File: src/rtl/alu_seq.sv
`default_nettype none
// ============================================================================
// Module   : alu_seq
// Brief    : Registered ALU with flags, iterative shifts and shift-add MUL,
//            fronted by valid/ready handshakes on both sides.
// Revision : 1.0
// ============================================================================
module alu_seq #(
    parameter int WIDTH = 8,
    parameter int SHW   = $clog2(WIDTH)
) (
    input  logic             clk,
    input  logic             rst,
    input  logic             in_valid,
    output logic             in_ready,
    input  logic [WIDTH-1:0] src_a,
    input  logic [WIDTH-1:0] src_b,
    input  logic [3:0]       operation,
    output logic             out_valid,
    input  logic             out_ready,
    output logic [WIDTH-1:0] alu_result,
    output logic             zero_flag,
    output logic             carry_flag,
    output logic             ovf_flag,
    output logic             neg_flag,
    output logic             busy
);

    localparam int c_CW = SHW + 1;

    localparam logic [1:0] c_IDLE = 2'd0;
    localparam logic [1:0] c_EXEC = 2'd1;
    localparam logic [1:0] c_DONE = 2'd2;

    localparam logic [3:0] c_OP_AND  = 4'd0;
    localparam logic [3:0] c_OP_OR   = 4'd1;
    localparam logic [3:0] c_OP_ADD  = 4'd2;
    localparam logic [3:0] c_OP_SLL  = 4'd3;
    localparam logic [3:0] c_OP_SUB  = 4'd4;
    localparam logic [3:0] c_OP_SRL  = 4'd5;
    localparam logic [3:0] c_OP_SLTU = 4'd6;
    localparam logic [3:0] c_OP_XOR  = 4'd7;
    localparam logic [3:0] c_OP_SRA  = 4'd8;
    localparam logic [3:0] c_OP_MUL  = 4'd9;
    localparam logic [3:0] c_OP_SLT  = 4'd10;

    localparam logic [c_CW-1:0] c_MUL_COUNT = c_CW'(WIDTH);
    localparam logic [c_CW-1:0] c_ONE       = c_CW'(1);

    logic [1:0]       r_state;
    logic [c_CW-1:0]  r_count;
    logic [3:0]       r_op;
    logic [WIDTH-1:0] r_work;    // shift operand, or MUL multiplicand
    logic [WIDTH-1:0] r_mplier;
    logic [WIDTH-1:0] r_acc;

    logic [WIDTH:0]   w_sum;
    logic [WIDTH:0]   w_diff;
    logic [SHW-1:0]   w_amt;
    logic             w_is_shift;
    logic             w_is_mul;
    logic [WIDTH-1:0] w_res;
    logic             w_carry;
    logic             w_ovf;
    logic [WIDTH-1:0] w_work_next;
    logic [WIDTH-1:0] w_acc_next;
    logic [WIDTH-1:0] w_final;

    assign in_ready  = (r_state == c_IDLE);
    assign out_valid = (r_state == c_DONE);
    assign busy      = (r_state == c_EXEC);

    assign w_sum      = {1'b0, src_a} + {1'b0, src_b};
    assign w_diff     = {1'b0, src_a} - {1'b0, src_b};
    assign w_amt      = src_b[SHW-1:0];
    assign w_is_shift = (operation == c_OP_SLL) || (operation == c_OP_SRL) ||
                        (operation == c_OP_SRA);
    assign w_is_mul   = (operation == c_OP_MUL);

    // Single-cycle datapath; zero-amount shifts pass src_a straight through.
    always_comb begin
        w_res   = '0;
        w_carry = 1'b0;
        w_ovf   = 1'b0;
        case (operation)
            c_OP_AND: w_res = src_a & src_b;
            c_OP_OR:  w_res = src_a | src_b;
            c_OP_XOR: w_res = src_a ^ src_b;
            c_OP_ADD: begin
                w_res   = w_sum[WIDTH-1:0];
                w_carry = w_sum[WIDTH];
                w_ovf   = (src_a[WIDTH-1] == src_b[WIDTH-1]) &&
                          (w_sum[WIDTH-1] != src_a[WIDTH-1]);
            end
            c_OP_SUB: begin
                w_res   = w_diff[WIDTH-1:0];
                w_carry = w_diff[WIDTH];
                w_ovf   = (src_a[WIDTH-1] != src_b[WIDTH-1]) &&
                          (w_diff[WIDTH-1] != src_a[WIDTH-1]);
            end
            c_OP_SLTU: w_res = {{(WIDTH-1){1'b0}}, (src_a < src_b)};
            c_OP_SLT:  w_res = {{(WIDTH-1){1'b0}}, ($signed(src_a) < $signed(src_b))};
            c_OP_SLL, c_OP_SRL, c_OP_SRA: w_res = src_a;
            default:   w_res = '0;
        endcase
    end

    always_comb begin
        w_work_next = r_work;
        case (r_op)
            c_OP_SLL: w_work_next = r_work << 1;
            c_OP_SRL: w_work_next = r_work >> 1;
            c_OP_SRA: w_work_next = {r_work[WIDTH-1], r_work[WIDTH-1:1]};
            c_OP_MUL: w_work_next = r_work << 1;
            default:  w_work_next = r_work;
        endcase
        w_acc_next = r_mplier[0] ? (r_acc + r_work) : r_acc;
        w_final    = (r_op == c_OP_MUL) ? w_acc_next : w_work_next;
    end

    always_ff @(posedge clk) begin
        if (rst) begin
            r_state    <= c_IDLE;
            r_count    <= '0;
            r_op       <= '0;
            r_work     <= '0;
            r_mplier   <= '0;
            r_acc      <= '0;
            alu_result <= '0;
            zero_flag  <= 1'b0;
            carry_flag <= 1'b0;
            ovf_flag   <= 1'b0;
            neg_flag   <= 1'b0;
        end else begin
            case (r_state)
                c_IDLE: begin
                    if (in_valid) begin
                        r_op <= operation;
                        if (w_is_mul) begin
                            r_count  <= c_MUL_COUNT;
                            r_acc    <= '0;
                            r_work   <= src_a;
                            r_mplier <= src_b;
                            r_state  <= c_EXEC;
                        end else if (w_is_shift && (w_amt != '0)) begin
                            r_count <= {1'b0, w_amt};
                            r_work  <= src_a;
                            r_state <= c_EXEC;
                        end else begin
                            alu_result <= w_res;
                            zero_flag  <= (w_res == '0);
                            carry_flag <= w_carry;
                            ovf_flag   <= w_ovf;
                            neg_flag   <= w_res[WIDTH-1];
                            r_state    <= c_DONE;
                        end
                    end
                end
                c_EXEC: begin
                    r_count  <= r_count - c_ONE;
                    r_work   <= w_work_next;
                    r_mplier <= r_mplier >> 1;
                    r_acc    <= w_acc_next;
                    if (r_count == c_ONE) begin
                        alu_result <= w_final;
                        zero_flag  <= (w_final == '0);
                        carry_flag <= 1'b0;
                        ovf_flag   <= 1'b0;
                        neg_flag   <= w_final[WIDTH-1];
                        r_state    <= c_DONE;
                    end
                end
                c_DONE: begin
                    if (out_ready) begin
                        r_state <= c_IDLE;
                    end
                end
                default: r_state <= c_IDLE;
            endcase
        end
    end

endmodule
`default_nettype wire

File: config.mk
export PLATFORM = sky130hd
export DESIGN_NAME = alu_seq
export DESIGN_NICKNAME = d
export VERILOG_FILES = /design/src/rtl/alu_seq.sv
export SDC_FILE = /design/constraint.sdc
export NUM_CORES = 1
export LEC_CHECK = 0
export ABC_AREA = 1
export BUFFER_PORTS_ARGS = -buffer_cell sky130_fd_sc_hd__clkbuf_2
export CAP_MARGIN = 10
export CORE_AREA = 2 2 135 137
export DETAILED_ROUTE_END_ITERATION = 10
export DIE_AREA = 0 0 137 139
export HOLD_SLACK_MARGIN = 0.03
export SKIP_CTS_REPAIR_TIMING = 1
export SYNTH_ARGS = -nofsm -noshare
export SYNTH_HDL_FRONTEND = slang
export SYNTH_SLANG_ARGS = --single-unit
File: constraint.sdc
create_clock -name clk -period 2.6 [get_ports clk]
set_input_delay 0.39 -clock clk [delete_from_list [all_inputs] [get_ports clk]]
set_output_delay 0.39 -clock clk [all_outputs]
set_load 0.05 [all_outputs]
Word level (Yosys, flattened, before mapping)
Cells that the tools add are included.
{"block": "totals", "in_bits": 24, "regBits": 46, "word_cells": 116, "output_inout_bits": 15}
{"block": "classes", "n_addsub": 4, "n_eq_ne": 28, "reduce_logical": 18, "bitwise": 3, "n_lt_le_gt_ge": 2, "n_mux": 50}
{"op": "$mux 8", "n": 13}
{"op": "$pmux 8 s2", "n": 4}
{"op": "$pmux 8 s8", "n": 1}
{"op": "$pmux 8 s3", "n": 1}
{"op": "$eq 4x3->1 const B", "n": 5}
{"op": "$eq 4x4->1 const B", "n": 5}
{"op": "$logic_not 8->1", "n": 2}
{"op": "$lt 8x8->1", "n": 2}
{"op": "$mux 1", "n": 15}
{"op": "$eq 4x2->1 const B", "n": 3}
{"op": "$mux 4", "n": 3}
{"op": "$pmux 1 s2", "n": 6}
{"op": "$mux 2", "n": 5}
{"op": "$add 8x8->9", "n": 1}
{"op": "$reduce_and 3->1", "n": 3}
{"op": "$sub 8x8->9", "n": 1}
{"op": "$add 8x8->8", "n": 1}
{"op": "$and 8x8->8", "n": 1}
{"op": "$eq 4x1->1 const B", "n": 2}
{"op": "$or 8x8->8", "n": 1}
{"op": "$pmux 4 s2", "n": 1}
{"op": "$xor 8x8->8", "n": 1}
{"op": "$ne 2x1->1 const B", "n": 3}
{"op": "$ne 2x2->1 const B", "n": 3}
{"op": "other kinds (17)", "n": 22}

Longest topological paths before layout
Gate-level depths: netlist of run 1.
{"block": "logic_depth", "depth_word": 8, "ltp_mapped": 17, "depth_no_buf": 16}

Least setup slack after synthesis of run 1
Ideal clock, no wire load.
{"block": "synth_timing", "path_type": "register to register", "startpoint": "register r_state[1]", "endpoint": "register alu_result[1]", "setup_slack_ns": 0.614, "t_required_ns": 2.533, "setup_time_ns": 0.067, "n_path_buf": 1, "stages_incl_launch_ff": 7, "arrival_ns": 1.919, "period_less_slack_ns": 1.986, "path_cell_list": "dfxtp_1 nor2_1 nand2_1 clkbuf_1 nor3_1 a21oi_1 a21oi_2"}
{"block": "synth_via", "elab_chain_cells": 3, "word_cells_on_any_way": 9, "classes_between": "eq/ne (5); mux (1); reduce/logical (3)"}
{"element": "from (decl)", "line_no": "50", "text": "logic [1:0] r_state;"}
{"element": "from (signal assigned)", "line_no": "123", "text": "r_state <= c_IDLE;"}
{"element": "from (signal assigned)", "line_no": "155", "text": "r_state <= c_DONE;"}
{"element": "from (signal assigned)", "line_no": "170", "text": "r_state <= c_DONE;"}
{"element": "$logic_not 2->1 (*)"}
{"element": "net in_ready", "line_no": "15", "text": "output logic in_ready,"}
{"element": "$ne 2x2->1 (no line) or $reduce_bool 2->1 (tied branches)"}
{"element": "$reduce_and 5->1 (no line)"}
{"element": "to (signal assigned)", "line_no": "150", "text": "alu_result <= w_res;"}
{"element": "to (signal assigned)", "line_no": "165", "text": "alu_result <= w_final;"}
{"element": "to (decl)", "line_no": "21", "text": "output logic [WIDTH-1:0] alu_result,"}
The timed path passes the listed nets; every way through them passes the cells marked *.
A chain may end at the register's enable or synchronous reset.

Final worst setup path of run 1
{"block": "layout_timing", "startpoint": "register r_work[0]", "endpoint": "register zero_flag"}
{"block": "layout_via", "elab_chain_cells": 6, "word_cells_on_any_way": 7, "classes_between": "add/sub (1); mux (5); reduce/logical (1)"}
{"element": "from (decl)", "line_no": "53", "text": "logic [WIDTH-1:0] r_work;"}
{"element": "from (signal assigned)", "line_no": "142", "text": "r_work <= src_a;"}
{"element": "from (signal assigned)", "line_no": "147", "text": "r_work <= src_a;"}
{"element": "from (signal assigned)", "line_no": "161", "text": "r_work <= w_work_next;"}
{"element": "$add 8x8->8", "line_no": "117", "text": "w_acc_next = r_mplier[0] ? (r_acc + r_work) : r_acc;"}
{"element": "$mux 8", "line_no": "117"}
{"element": "$mux 8 (*)", "line_no": "118", "text": "w_final = (r_op == c_OP_MUL) ? w_acc_next : w_work_next;"}
{"element": "$logic_not 8->1 (*)", "line_no": "166", "text": "zero_flag <= (w_final == '0);"}
{"element": "$mux 1 (*)", "line_no": "164", "text": "if (r_count == c_ONE) begin"}
{"element": "$pmux 1 s2 (*)", "line_no": "135", "text": "case (r_state)"}
{"element": "to (signal assigned)", "line_no": "151", "text": "zero_flag <= (w_res == '0);"}
{"element": "to (signal assigned)", "line_no": "166"}
{"element": "to (decl)", "line_no": "22", "text": "output logic zero_flag,"}
Mark *: on every way between the ends. The rest lies on a longest branch, timed or not. The select of a mux whose other input is x is not followed.

==> metrics, run 1 <==
most common cell in the netlist=nand2_1; fmax=roughly 450 MHz; Comb pwr share=0.311; sequential share of the synthesized area=0.208; vias in the first global route=4,516; Clock Tree Buf Depth=2; Setup CP Type=reg2reg; post-route design area=between 5000 and 6000 µm²; Synth cell types=39; Final #Nets=about 800; Switching Share=0.362; Post-synth top cells=nand2_1, inv_1, nand3_1; largest net degree at the start of global routing=27; initial antenna violation count=0; clock-pin slew on the worst setup and hold paths=0.07 ns; Cells after Synth=roughly 730; Power Dens Cells=between 400 and 500 nW/µm²; clock latency on the worst-skew pair=around 0.30 ns; vias post-DR=between 4,000 and 5,000; top cells by area, synth=dfxtp_1, nand2_1, ha_1, nand3_1, inv_1; CTS H-tree lvls=2; Worst setup SP type=flip-flop; power after layout=2.38 mW; Slowest cell on crit path=fa_1; Die Ht=between 100 and 150 µm; Routed WL=13,800 µm; # IOs=39; Async SR Flop Fraction=0; number of port buffers=38; max_cap viols=0; Flop pwr share=0.330; core box area=about 18,000 µm²; Most used DFF post-synth=dfxtp_1; gpl congestion=between 0.8 and 0.9; crit end category=flip-flop; synth warn=0; Final Skew=~0.011 ns; Yosys top cell by area=dfxtp_1; Clk pwr share=0.359; Final Hold Viols=0; Yosys top cell area share=0.208; Int Pwr=between 1.5 and 2 mW; post-DP HPWL=between 10,000 and 15,000 µm; TritonRoute pass-1 iters=5; first-pass GRT wire length=~23,000 µm; post-detailed-route count of antenna-violating nets=0; DRC=0; TritonCTS clock tree=yes; worst vdd rail ir drop=approximately 0.29 mV; row cnt=between 40 and 50; status=finished clean; slowest stage delay, CP=roughly 0.42 ns; switching pwr=~0.86 mW; Final Setup Violations=0; Post-synth EDFFs=0; slew at the pin closest to its max-slew limit=between 0.7 and 0.8 ns; arrival time at the worst endpoint=~2.5 ns; syn avg cell area=approximately 6.0 µm²; post-layout util=0.284; placed instance area=4820 µm²; syn_nets=a little under 800; n_diodes=0; TNS Setup=0 ns; post-layout minimum cycle time=about 2.2 ns; Root Driver=clkbuf_16; crit path cell chain=ha_1 -> fa_1 -> nand2_1 -> o21ai_0 -> or2_2 -> nand2_1 -> nand2_1 -> nor2_1 -> nand2_1 -> nor2_1 -> nor2_1 -> nor2_1; gr ovfl total=0; flops & latches, synth=between 40 and 50; share of cells above drive strength 1=0.140; Num CTS Buffers=5; GRT Overall Usage=0.153; CP required=2.85 ns; clock sink total=45; Max transition margin=0.473; Worst Path Max Fanout=3; Pleak=2.51 nW; Die ar.=approximately 19,000 µm²; Die X=137 µm; vias per cell=4.65; hold crit path type=in2reg; 1st-iter DRT viols=280; RSZ-0062 raised after global routing=false; hold_ws=roughly 0.34 ns; post-route clock period utilization=0.851; mapped cell area=4340 µm²; Area Overhead vs Synth=15.7%; initial core utilization=0.246; Avg WL per Cell=between 10 and 15 µm; max-slew violation count=0
## cells by family after synthesis
| logic type | count (synthesis) | synth area share |
|---|---|---|
| and+or+nand+nor | 402 | 0.409 |
| xor gates and xnor gates | 5 | 0.0101 |
| buffers and inverters | 127 | 0.117 |
| AOI/OAI and AO/OA | 110 | 0.147 |
| DFF | 45 | 0.208 |
| adders and majority gates | 36 | 0.109 |
## layer usage
layer  GRT usage  vias up  share of wire
met4      0.0483        0          0.019
li1            -     2387              -
met5           0        -              0
met1       0.195     2128           0.46
met2       0.264       89           0.49
met3      0.0216       15          0.032
## cells in the final DEF (no fill, tap or decap), types with 18 or more instances in the layout
master and n:
nand3_1 71, nor2_1 56, nand2_1 236, inv_1 94
dfxtp_1 45, o21ai_1 19, a21oi_1 47, clkbuf_2 38
o21ai_0 18, ha_1 33
## state kept, by name, summed over array words and instances (netlist names)
signal      cells
r_op            4
alu_result      8
carry_flag      1
r_work          8
r_count         4
ovf_flag        1
r_state         2
zero_flag       1
r_acc           8
r_mplier        8
## metrics by stage
| step | instances | worst slack (ns) |
|---|---|---|
| after floorplan | 725 | 0.614 |
| after global placement | 986 | 0.182 |
| after detailed placement | 986 | 0.198 |
| after CTS | 994 | 0.399 |
| after global routing | 994 | 0.230 |
| final | 994 | 0.386 |
## worst max-delay path: cells and delay by family, from the launching register on
| kind | cells | cell delay [ns] |
|---|---|---|
| and+or+nand+nor | 9 | 0.99 |
| DFF | 1 | 0.38 |
| adders and majority gates | 2 | 0.67 |
| AOI/OAI and AO/OA | 1 | 0.12 |
## layout make-up
cell class | instances | area (µm²)
multi-input cells | 553 | 2930
clock inverters | 3 | 68.8
well taps | 229 | 287
flip-flops and latches | 45 | 901
repair buffers | 53 | 303
inverters | 106 | 408
clock buffers | 5 | 125
fillers | 1976 | 12600
## power groups by stage
| stage | registers, mW | clock network (mW) | logic, mW |
|---|---|---|---|
| global route | 0.791 | 0.886 | 0.828 |
| detailed placement | 0.800 | 0 | 0.730 |
| finish | 0.785 | 0.854 | 0.738 |
| floorplan | 0.827 | 0 | 0.483 |
| global placement | 0.800 | 0 | 0.731 |
| CTS | 0.785 | 0.860 | 0.734 |
## path summary, 6_finish.rpt
| check | start | to | slack (ns) | depth (start not counted) |
|---|---|---|---|---|
| worst max-delay path | r_work[0]$_SDFFE_PP0P_ | zero_flag$_SDFFE_PP0P_ | 0.39 | 12 |
| worst min-delay path | out_ready | r_state[1]$_SDFFE_PP0P_ | 0.34 | 4 |
| worst min register to register | r_mplier[7]$_SDFFE_PP0P_ | r_mplier[7]$_SDFFE_PP0P_ | 0.48 | 2 |
| worst max register to register | r_work[0]$_SDFFE_PP0P_ | zero_flag$_SDFFE_PP0P_ | 0.39 | 12 |
Power figures use the tool's default switching activity.
==> run 2, diff against run 1 <==
--- a/config.mk
+++ b/config.mk
@@ -13,4 +13,5 @@
 export DIE_AREA = 0 0 137 139
 export HOLD_SLACK_MARGIN = 0.03
+export REMOVE_ABC_BUFFERS = 1
 export SKIP_CTS_REPAIR_TIMING = 1
 export SYNTH_ARGS = -nofsm -noshare
==> constraint.sdc (replaced) <==
create_clock -name clk -period 2.6 [get_ports clk]
set_input_delay 0.26 -clock clk [delete_from_list [all_inputs] [get_ports clk]]
set_output_delay 0.26 -clock clk [all_outputs]
set_load 0.05 [all_outputs]
==> run 2 against run 1 <==
Worst setup slack gained 0.088 ns. Clock-buffer cell count is 2 higher. Critical endpoint unchanged. Largest power group is now registers. Combinational power shrank 1%. Largest cell class unchanged.
==> metrics, run 2 (same netlist as run 1, synthesis figures left out) <==
status=finished clean (unchanged); Setup CP Type=reg2reg (unchanged); hold_ws=0.225 ns (was 0.342 ns); Final Setup Violations=0 (unchanged); post-route clock period utilization=0.818 (was 0.851); vias in the first global route=4,295 (was 4,516); Area Overhead vs Synth=15.0% (was 15.7%); first-pass GRT wire length=22,300 µm (was 23,000 µm); core box area=17,700 µm² (unchanged); Pleak=2.49 nW (was 2.51 nW); most frequent cells in the layout=nand2_1, inv_1, nand3_1 (unchanged); R2R cell count=12 (unchanged); gr ovfl total=0 (unchanged); Die X=137 µm (unchanged); Critical path origin=r_work[0]$_SDFFE_PP0P_ (unchanged); crit-path leading delay family=simple AND/OR/NAND/NOR gates (unchanged); CP Depth=12 (unchanged); post-detailed-route count of antenna-violating nets=0 (unchanged); initial antenna violation count=0 (unchanged); worst vdd rail ir drop=0.271 mV (was 0.290 mV); vias per cell=4.68 (was 4.65); fmax=470 MHz (was 452 MHz); row cnt=49 (unchanged); RSZ-0062 raised after global routing=false (unchanged); Slowest cell on crit path=fa_1 (unchanged); Clock Tree Buf Depth=2 (unchanged); max-slew violation count=0 (unchanged); Worst Path Max Fanout=3 (unchanged); vias post-DR=4,641 (was 4,619); hold crit path type=in2reg (unchanged); GRT Overall Usage=0.147 (was 0.153); power after layout=2.26 mW (was 2.38 mW); clock latency on the worst-skew pair=0.29 ns (was 0.30 ns); largest net degree at the start of global routing=27 (unchanged); number of port buffers=38 (unchanged); arrival time at the worst endpoint=2.35 ns (was 2.46 ns); crit end category=flip-flop (unchanged); Power Dens Cells=454 nW/µm² (was 474 nW/µm²); Final #Nets=821 (was 824); FF-to-FF Start=r_work[0]$_SDFFE_PP0P_ (unchanged); commonest non-fill, non-tap cell in the layout=nand2_1 (unchanged); slew at the pin closest to its max-slew limit=0.755 ns (was 0.789 ns); # IOs=39 (unchanged); Num CTS Buffers=5 (unchanged); 1st-iter DRT viols=323 (was 280); clock-pin slew on the worst setup and hold paths=0.06 ns (was 0.07 ns); post-layout minimum cycle time=2.13 ns (was 2.21 ns); critical path buffer and inverter count=0 (unchanged); Die Ht=139 µm (unchanged); initial core utilization=0.246 (unchanged); TritonRoute pass-1 iters=5 (unchanged); max_cap viols=0 (unchanged); Final Hold Viols=0 (unchanged); Hold Crit Start=out_ready (unchanged); post-DP HPWL=11,000 µm (was 11,100 µm); TritonCTS clock tree=yes (unchanged); Worst setup SP type=flip-flop (unchanged); Avg WL per Cell=14.0 µm (was 13.9 µm); Final Skew=0.00483 ns (was 0.0107 ns); WHS Path Cells=4 (unchanged); Root Driver=clkbuf_16 (unchanged); Routed WL=13,900 µm (was 13,800 µm); slowest stage delay, CP=0.42 ns (about the same); Die ar.=19,000 µm² (unchanged); clock sink total=45 (unchanged); crit path cell chain=ha_1 -> fa_1 -> nand2_1 -> o21ai_0 -> or2_2 -> nand2_1 -> nand2_1 -> nor2_1 -> nand2_1 -> nor2_1 -> nor2_1 -> nor2_1 (unchanged); TNS Setup=0 ns (unchanged); gpl congestion=0.945 (was 0.894); DRC=0 (unchanged); n_diodes=0 (unchanged); CP required=2.83 ns (was 2.85 ns); share of cells above drive strength 1=0.135 (was 0.140); Max transition margin=0.496 (was 0.473); CTS H-tree lvls=2 (unchanged)
-- run 2: cell types whose count changed in the layout (fill, tap and decap cells not counted), sizes merged --
| cell | before | now |
|---|---|---|
| inv | 107 | 106 |
| bufinv | 2 | 1 |
| buf | 15 | 12 |
| clkbuf | 43 | 45 |
-- run 2: cell type report --
cell class / count / area (µm²)
fill: 2044 / 12700
multi-input combinational: 553 / 2930
sequential: 45 / 901
inverter: 106 / 408
timing repair buffer: 50 / 293
tap: 229 / 287
clock buffer: 7 / 143
clock inverter: 1 / 30.0
-- run 2: where the power goes --
part	switching [mW]	leakage [nW]	internal, mW
combinational	0.506	2.04	0.224
sequential	0.0519	0.367	0.735
clock	0.267	0.0841	0.480
total	0.825	2.49	1.44
-- run 2: worst paths after layout --
path / to / slack, ns
max: zero_flag$_SDFFE_PP0P_ / 0.47
min: r_state[1]$_SDFFE_PP0P_ / 0.22
max reg2reg: zero_flag$_SDFFE_PP0P_ / 0.47
min reg2reg: r_mplier[7]$_SDFFE_PP0P_ / 0.47
-- run 2: stage by stage --
stage               std cells  worst slack (ns)   util  instance area [µm²]
CTS                       991             0.455  0.282                 4990
global placement          983             0.262  0.273                 4810
floorplan                 704             0.351      -                 4230
finish                    991             0.474  0.282                 4990
detailed placement        983             0.337  0.273                 4810
global route              991             0.240  0.282                 4990
-- run 2: routing by layer --
layer	global-route usage	part of all wire	wire length, µm
met5	0	0	0
met4	0.0429	0.027	370
met3	0.0230	0.062	866
met2	0.231	0.44	6130
met1	0.206	0.47	6530
-- run 2: worst reg2reg max path, delay by kind of cell, from the launching register on --
| kind | cells | cell delay [ns] |
|---|---|---|
| simple gates | 9 | 0.93 |
| compound gates | 1 | 0.11 |
| flops | 1 | 0.37 |
| fa+ha+maj | 2 | 0.66 |
